File: src/rtl/slv_guard_rst_ctrl.sv
// Reset-request servicer for the subordinate guard: pulses an active-low reset into the
// subordinate, settles, acknowledges, retries on a stuck request and latches a sticky failure.
module slv_guard_rst_ctrl #(
    parameter int unsigned RstCycles    = 16,
    parameter int unsigned SettleCycles = 8,
    parameter int unsigned AckTimeout   = 64,
    parameter int unsigned MaxRetries   = 3,
    parameter int unsigned CntWidth     = 10,
    parameter int unsigned RetryWidth   = $clog2(MaxRetries + 1)
) (
    input  logic                  clk_i,
    input  logic                  rst_i,
    input  logic                  rst_req_i,
    input  logic                  fail_clr_i,
    output logic                  rst_stat_o,
    output logic                  sub_rst_no,
    output logic                  isolate_o,
    output logic                  busy_o,
    output logic                  fail_o,
    output logic [RetryWidth-1:0] attempt_o
);

    typedef enum logic [2:0] {
        StIdle,
        StAssert,
        StSettle,
        StAck,
        StFail
    } state_e;

    localparam logic [CntWidth-1:0]   CntOne     = CntWidth'(1);
    localparam logic [CntWidth-1:0]   CntMax     = '1;
    localparam logic [CntWidth-1:0]   RstLast    = CntWidth'(RstCycles - 1);
    localparam logic [CntWidth-1:0]   SettleLast = CntWidth'(SettleCycles - 1);
    localparam logic [CntWidth-1:0]   AckLast    = CntWidth'(AckTimeout - 1);
    localparam logic [RetryWidth-1:0] AttOne     = RetryWidth'(1);
    localparam logic [RetryWidth-1:0] AttMax     = RetryWidth'(MaxRetries);

    state_e                state_q, state_d;
    logic [CntWidth-1:0]   cnt_q, cnt_d;
    logic [RetryWidth-1:0] attempt_q, attempt_d;
    logic [CntWidth-1:0]   cnt_inc;

    assign cnt_inc = (cnt_q == CntMax) ? cnt_q : cnt_q + CntOne;

    always_comb begin
        state_d   = state_q;
        cnt_d     = cnt_q;
        attempt_d = attempt_q;
        case (state_q)
            StIdle: begin
                cnt_d = '0;
                if (rst_req_i) begin
                    state_d   = StAssert;
                    attempt_d = AttOne;
                end
            end
            StAssert: begin
                if (cnt_q == RstLast) begin
                    state_d = StSettle;
                    cnt_d   = '0;
                end else begin
                    cnt_d = cnt_inc;
                end
            end
            StSettle: begin
                if (cnt_q == SettleLast) begin
                    state_d = StAck;
                    cnt_d   = '0;
                end else begin
                    cnt_d = cnt_inc;
                end
            end
            StAck: begin
                // A withdrawn request always wins over the timeout on the same cycle.
                if (!rst_req_i) begin
                    state_d = StIdle;
                    cnt_d   = '0;
                end else if (cnt_q == AckLast) begin
                    cnt_d = '0;
                    if (attempt_q < AttMax) begin
                        state_d   = StAssert;
                        attempt_d = attempt_q + AttOne;
                    end else begin
                        state_d = StFail;
                    end
                end else begin
                    cnt_d = cnt_inc;
                end
            end
            StFail: begin
                cnt_d = '0;
                if (fail_clr_i) begin
                    state_d   = StIdle;
                    attempt_d = '0;
                end
            end
            default: begin
                state_d   = StIdle;
                cnt_d     = '0;
                attempt_d = '0;
            end
        endcase
    end

    always_ff @(posedge clk_i) begin
        if (rst_i) begin
            state_q   <= StIdle;
            cnt_q     <= '0;
            attempt_q <= '0;
        end else begin
            state_q   <= state_d;
            cnt_q     <= cnt_d;
            attempt_q <= attempt_d;
        end
    end

    // Outputs decode the registered state only, so no input reaches an output combinationally.
    assign rst_stat_o = (state_q == StAck);
    assign sub_rst_no = !((state_q == StAssert) || (state_q == StFail));
    assign isolate_o  = (state_q != StIdle);
    assign busy_o     = (state_q != StIdle);
    assign fail_o     = (state_q == StFail);
    assign attempt_o  = attempt_q;

endmodule

File: config.mk
export PLATFORM = sky130hd
export DESIGN_NAME = slv_guard_rst_ctrl
export DESIGN_NICKNAME = d
export VERILOG_FILES = /design/src/rtl/slv_guard_rst_ctrl.sv
export SDC_FILE = /design/constraint.sdc
export NUM_CORES = 1
export LEC_CHECK = 0
export CORE_MARGIN = 2
export CORE_UTILIZATION = 45
export CTS_BUF_LIST = sky130_fd_sc_hd__clkbuf_4 sky130_fd_sc_hd__clkbuf_8 sky130_fd_sc_hd__clkbuf_16
export CTS_CLUSTER_SIZE = 20
export DETAILED_ROUTE_END_ITERATION = 10
export DONT_BUFFER_PORTS = 1
export GPL_TIMING_DRIVEN = 0
export SYNTH_ARGS = -nofsm -noshare
export SYNTH_HDL_FRONTEND = slang
export SYNTH_SLANG_ARGS = --single-unit
export TNS_END_PERCENT = 100
File: constraint.sdc
create_clock -name clk_i -period 1.8 [get_ports clk_i]
set_input_delay 0.36 -clock clk_i [delete_from_list [all_inputs] [get_ports clk_i]]
set_output_delay 0.36 -clock clk_i [all_outputs]
set_load 0.02 [all_outputs]
==> out/metrics.cfg, run 1 <==
[outcome]
outcome=finished clean

[routing]
drt_iter0_drc=15
drt_first_pass_iters=4
vias_per_cell=5.96
drcViolationCount=0
post_drt_wl_per_cell_microns=14.8
vias=823
wl_microns=2040
antenna_left=0

[logic_synthesis]
synth_edf_count=0
synthMuxAreaShare_pct=3.53
synth_adder_area_share_pct=2.82
syn_area_per_cell_sq_um=8.68
synth_fp_nets=108
synth_flop_cell=dfxtp_1
async_reset_ff_share_pct=0
synth.distinct_cells=38
yosys.area_share.simple_pct=32.5
synth_top_family_by_area=simple AND/OR/NAND/NOR gates
yosysWarnings=0
yosys.area_share.xor_xnor_pct=1.98
synth_compound_area_share_pct=21.3
synthesis.area_sq_um=886
syn_inst=102
yosysSeqAreaShare_pct=33.9
ys_ff_latch=15

[floorplanning]
dieHeight_microns=48.4
rows=16
start_util_pct=46.6
core_sq_mm=0.00190
num_io_pins=11
dieArea_sq_mm=0.00234
die_width_microns=48.4

[final_layout]
syn2layout_area_growth_pct=22.9
nets=118
num_antenna_cells=0
stdcell_area_sq_mm=0.00109
drive_above_1_share_pct=27.9
stdcell_count=138
final_common_cell=dfxtp_1
mostFrequentLayoutCells=dfxtp_1, a21oi_1, nor2_1

[placed_design]
dp_hpwl_microns=1280
gp_congestion=0.797
place_inst=129
placed_cell_area_sq_um=920
port_buffers=0

[clocking]
clkTransAtPathRegs_ns=0.09
htreeDepth=1
clk-insertion-delay-late_ns=0.27
cts.sinks=15
tritoncts=built
cts-buffers-inserted=3
cts_root_buf=clkbuf_4
clockBufferDepth=2

[power_and_ir_drop]
p_leak_nw=0.373
power.density_mw_per_mm2=556
irDropWorstVdd_mv=0.283
power_mw=0.605

[sta]
post-route-min-period_ns=1.77
timing.fmax_ghz=0.566
setup_viol=0
timing.final.crit_share_pct=98.2
rsz0062_at_grt=yes
whs_ns=0.144
setup_tns_ns=0
drv_slew=0
max_slew.worst_pin.slew_ns=0.540
finalHoldViolCount=0
fin_skew_ns=0.00286
slew_headroom_pct=63.9

[worst_setup_path]
worstSetupStartpoint=state_q[1]
timing.rr.start=cnt_q[0]
critPathRequiredTime_ns=1.44
worstReg2RegEnd=cnt_q[7]
r2r_cells=5
r2r_slack_ns=0.07
arrival_ns=1.41
worstSetupStartpointType=flip-flop
cp_max_fo=10
cp-end-kind=output pin
crit_type=reg -> out
crit_path_end=isolate_o

[global_routing]
globalRouteOverflowTotal=0
track_usage_pct=18.5
grt_max_degree=11
antenna_found_initial=0
grt_pass1_vias=753
grt_pass1_wl_microns=3460

[worst_hold_path]
holdCritPathClass=in -> reg
worstHoldStart=rst_i

[run]
drv_cap=0

state kept, by name (all words and copies together), names as in the netlist:
| name | flops |
|---|---|
| attempt_o | 2 |
| state_q | 3 |
| cnt_q | 10 |
cells by family (layout without fill, tap and decap cells):
logic type               count (synthesis)  count (layout)
AND/OR/NAND/NOR                         46              46
AO/OA/AOI/OAI                           26              27
buffers and inverters                    8              16
XOR/XNOR                                 2               2
flip-flops                              15              15
adder cells (fa/ha/maj)                  2               2
multiplexers                             3               3
worst max-delay path, stage by stage, from the launching register on:
cell and delay (ns):
dfxtp_1 0.32, buf_2 0.18, or3_4 0.45, buf_4 0.18
stage by stage:
step	util (%)	setup slack, ns
2_1_floorplan	-	0.0183
3_3_place_gp	48.4	-0.288
6_report	57.2	0.0333
4_1_cts	55.1	0.00710
3_5_place_dp	48.4	-0.288
5_1_grt	57.2	-0.0193
per-layer routing:
layer  vias up  wire length (microns)  part of all wire [%]  global-route usage [%]
met4         0                      2                 0.098                    2.86
met2        27                   1040                    51                    33.1
li1        411                      -                     -                       -
met1       383                    884                    43                    22.8
met5         -                      0                     0                       0
met3         2                    118                   5.8                    4.94
synth_stat cells, types with 2 or more instances:
cell	number	share of area (%)
nand4_1	2	1.4
nand2_1	3	1.3
nor2b_1	3	2.1
mux2i_1	2	2.3
a31oi_1	3	2.1
nor2_1	7	3.0
dfxtp_1	15	34
o21ai_0	3	1.7
ha_1	2	2.8
and3_1	5	3.5
inv_1	3	1.3
a21oi_1	8	4.5
or3_1	3	2.1
nand3_1	3	1.7
nand2b_1	5	3.5
clkbuf_1	3	1.3
a311oi_1	6	5.9
and2_1	2	1.4
nor3_1	5	2.8
worst min-delay path by stage:
stage               cells after the start    endpoint
floorplan                               1  state_q[2]
global placement                        1  state_q[2]
detailed placement                      1  state_q[2]
CTS                                     1  state_q[2]
global route                            1  state_q[2]
finish                                  1  state_q[2]
cell type report:
type | instances | area (sq um)
plain buffers | 4 | 22.5
clock buffers | 4 | 30.0
fillers | 186 | 813
inverters | 3 | 11.3
multi-input cells | 80 | 647
flip-flops and latches | 15 | 307
well taps | 27 | 33.8
repair buffers | 5 | 37.5
what timing repair did:
item / in CTS / in global routing
setup buffers: 1 / 4
pin swaps: 4 / 4
hold buffers: 0 / 0
endpoints found under the setup margin: 11 / 9
resized for setup: 16 / 6
cloned: 1 / 0
power breakdown:
| part | switching (mW) | internal, mW |
|---|---|---|
| Sequential | 0.00671 | 0.335 |
| Clock | 0.105 | 0.101 |
| Combinational | 0.0317 | 0.0258 |
| Total | 0.143 | 0.461 |
Power figures use the tool's default switching activity.
==> run 2: changes to the inputs <==
ABC_AREA = 1   (was default)
==> out/metrics.cfg, run 2 <==
[outcome]
outcome=finished clean

[logic_synthesis]
synthesis.area_sq_um=926
synth_top_cell_area_share_pct=32.4
yosys.area_share.xor_xnor_pct=0.946
async_reset_ff_share_pct=0
yosys-top-cells-area=dfxtp_1, nand2_1, nor2_1
synth_top_family_by_area=simple AND/OR/NAND/NOR gates
yosysSeqAreaShare_pct=32.4
synth_flop_cell=dfxtp_1
syn_area_per_cell_sq_um=6.96
yosysMostFrequentCell=nand2_1
synth_compound_area_share_pct=11.8
synth_adder_area_share_pct=2.70
ys_ff_latch=15
synth_fp_nets=139
synthMuxAreaShare_pct=0
synth.distinct_cells=28
synth_common_cells=nand2_1, nor2_1, dfxtp_1, inv_1, nand3_1
yosys.area_share.simple_pct=44.5
syn_inst=133
yosys.area.top_type=dfxtp_1
synth_edf_count=0
yosysWarnings=0

[run]
drv_cap=0

[sta]
max_slew.worst_pin.slew_ns=0.519
drv_slew=0
timing.final.crit_share_pct=93.2
rsz0062_at_grt=no
finalHoldViolCount=0
whs_ns=0.138
slew_headroom_pct=65.2
setup_viol=0
post-route-min-period_ns=1.68
setup_tns_ns=0
fin_skew_ns=0.00439
timing.fmax_ghz=0.596

[global_routing]
track_usage_pct=16.3
antenna_found_initial=0
grt_pass1_wl_microns=3120
grt_pass1_vias=746
grt_max_degree=9
globalRouteOverflowTotal=0

[placed_design]
gp_congestion=0.759
placed_cell_area_sq_um=960
port_buffers=0
dp_hpwl_microns=1410

[clocking]
postCtsHoldBufs=0
clockBufferDepth=2
htreeDepth=1
cts_root_buf=clkbuf_4
clk-insertion-delay-late_ns=0.28
cts_setup_buffers=0
tritoncts=built
cts-buffers-inserted=3
clkTransAtPathRegs_ns=0.09
cts.sinks=15

[worst_setup_path]
cpPeakStageDelay_ns=0.47
worstSetupStartpointType=flip-flop
path_cells=inv_1, nand3_1, inv_1, nor2_1
worstSetupStartpoint=state_q[1]
crit_slowest_cell=dfxtp_1
crit_type=reg -> out
crit_buf_inv=2
arrival_ns=1.32
cp_top_family=flip-flops
timing.rr.start=cnt_q[0]
crit_path_end=sub_rst_no
cp_common_cell=inv_1
critPathRequiredTime_ns=1.44
worstReg2RegEnd=cnt_q[1]
r2r_slack_ns=0.17
cp.depth=4
r2r_cells=8
cp-end-kind=output pin
cp_max_fo=5

[worst_hold_path]
worstHoldStart=rst_i
holdCritPathClass=in -> reg
worst_hold_path.num_cells=1

[final_layout]
mostFrequentLayoutCells=nand2_1, nor2_1, dfxtp_1
num_antenna_cells=0
n_fill_cell=206
max_flop_register=cnt_q
nets=144
drive_above_1_share_pct=17.5
syn2layout_area_growth_pct=8.65
largest_reg_flops=10
finish.utilization_pct=51.8
final_common_cell=nand2_1
stdcell_area_sq_mm=0.00101

[routing]
vias=855
drt_iter0_drc=15
drcViolationCount=0
vias_per_cell=5.21
drt_first_pass_iters=4
wl_microns=1780
antenna_left=0
post_drt_wl_per_cell_microns=10.8

[power_and_ir_drop]
p_leak_nw=0.428
power_mw=1.31
p_switching_mw=0.610
power_frac_seq_pct=32.5
switching_share_pct=46.7
power.internal_mw=0.696
combPwrFrac_pct=51.4
clkPwrFrac_pct=16.0
power.density_mw_per_mm2=1300
irDropWorstVdd_mv=0.660

[floorplanning]
rows=16
die_width_microns=49.4
num_io_pins=11
dieArea_sq_mm=0.00244
start_util_pct=47.7
core_sq_mm=0.00194
dieHeight_microns=49.4

[run 2: repair_timing]
item / CTS / global route
gates cloned: 0 / 0
resized for setup: 1 / 3
setup endpoints to repair: 1 / 1
endpoints found under the hold margin: 0 / 0
pin swaps: 0 / 0
[run 2: final cells by class]
class                      instances  area (sq um)  area share (%)
multi-input combinational        101           571            56.7
clock buffer                       4          30.0            2.99
inverter                          15          56.3            5.60
tap                               27          33.8            3.36
buffer                             2          15.0            1.49
sequential                        15           300            29.9
[run 2: cell families after synthesis]
| family | after synthesis |
|---|---|
| AND/OR/NAND/NOR | 80 |
| AO/OA/AOI/OAI | 18 |
| buffers and inverters | 17 |
| flip-flops | 15 |
| adder cells (fa/ha/maj) | 2 |
| XOR/XNOR | 1 |
[run 2: worst min-delay path by stage]
stage                               to  slack, ns
after floorplan           attempt_o[0]       0.43
after global placement    attempt_o[0]       0.43
after detailed placement  attempt_o[0]       0.43
after CTS                 attempt_o[0]       0.13
after global routing      attempt_o[1]       0.12
final                     attempt_o[0]       0.14
[run 2: power groups by stage]
stage	combinational, mW	sequential (mW)	clock (mW)
6_report	0.672	0.425	0.210
3_5_place_dp	0.650	0.427	0
3_3_place_gp	0.647	0.427	0
5_1_grt	0.754	0.433	0.231
4_1_cts	0.659	0.421	0.219
2_1_floorplan	0.566	0.419	0
[run 2: stage by stage]
| stage | worst slack (ns) | std cells |
|---|---|---|
| 5_1_grt | 0.00901 | 164 |
| 3_5_place_dp | 0.153 | 160 |
| 2_1_floorplan | 0.214 | 133 |
| 4_1_cts | 0.0161 | 164 |
| 6_report | 0.123 | 164 |
| 3_3_place_gp | 0.152 | 160 |
[run 2: per-layer routing]
metal | GRT usage [%] | share of wire [%] | wire (microns) | vias to the layer above
li1 | - | - | - | 443
met1 | 19.6 | 43 | 769 | 397
met2 | 27.7 | 52 | 928 | 13
met3 | 4.29 | 3.7 | 65 | 2
met4 | 5.71 | 0.84 | 15 | 0
met5 | 0 | 0 | 0 | -
[run 2: worst register-to-register path, cell delays in order, from the launching register on]
cell and delay (ns):
dfxtp_1 0.38, ha_1 0.22, nand2_1 0.14, nor2_4 0.18, nand2_1 0.11, nand2_2 0.11, nand3_2 0.13, nand2_2 0.19
nor2_1 0.07
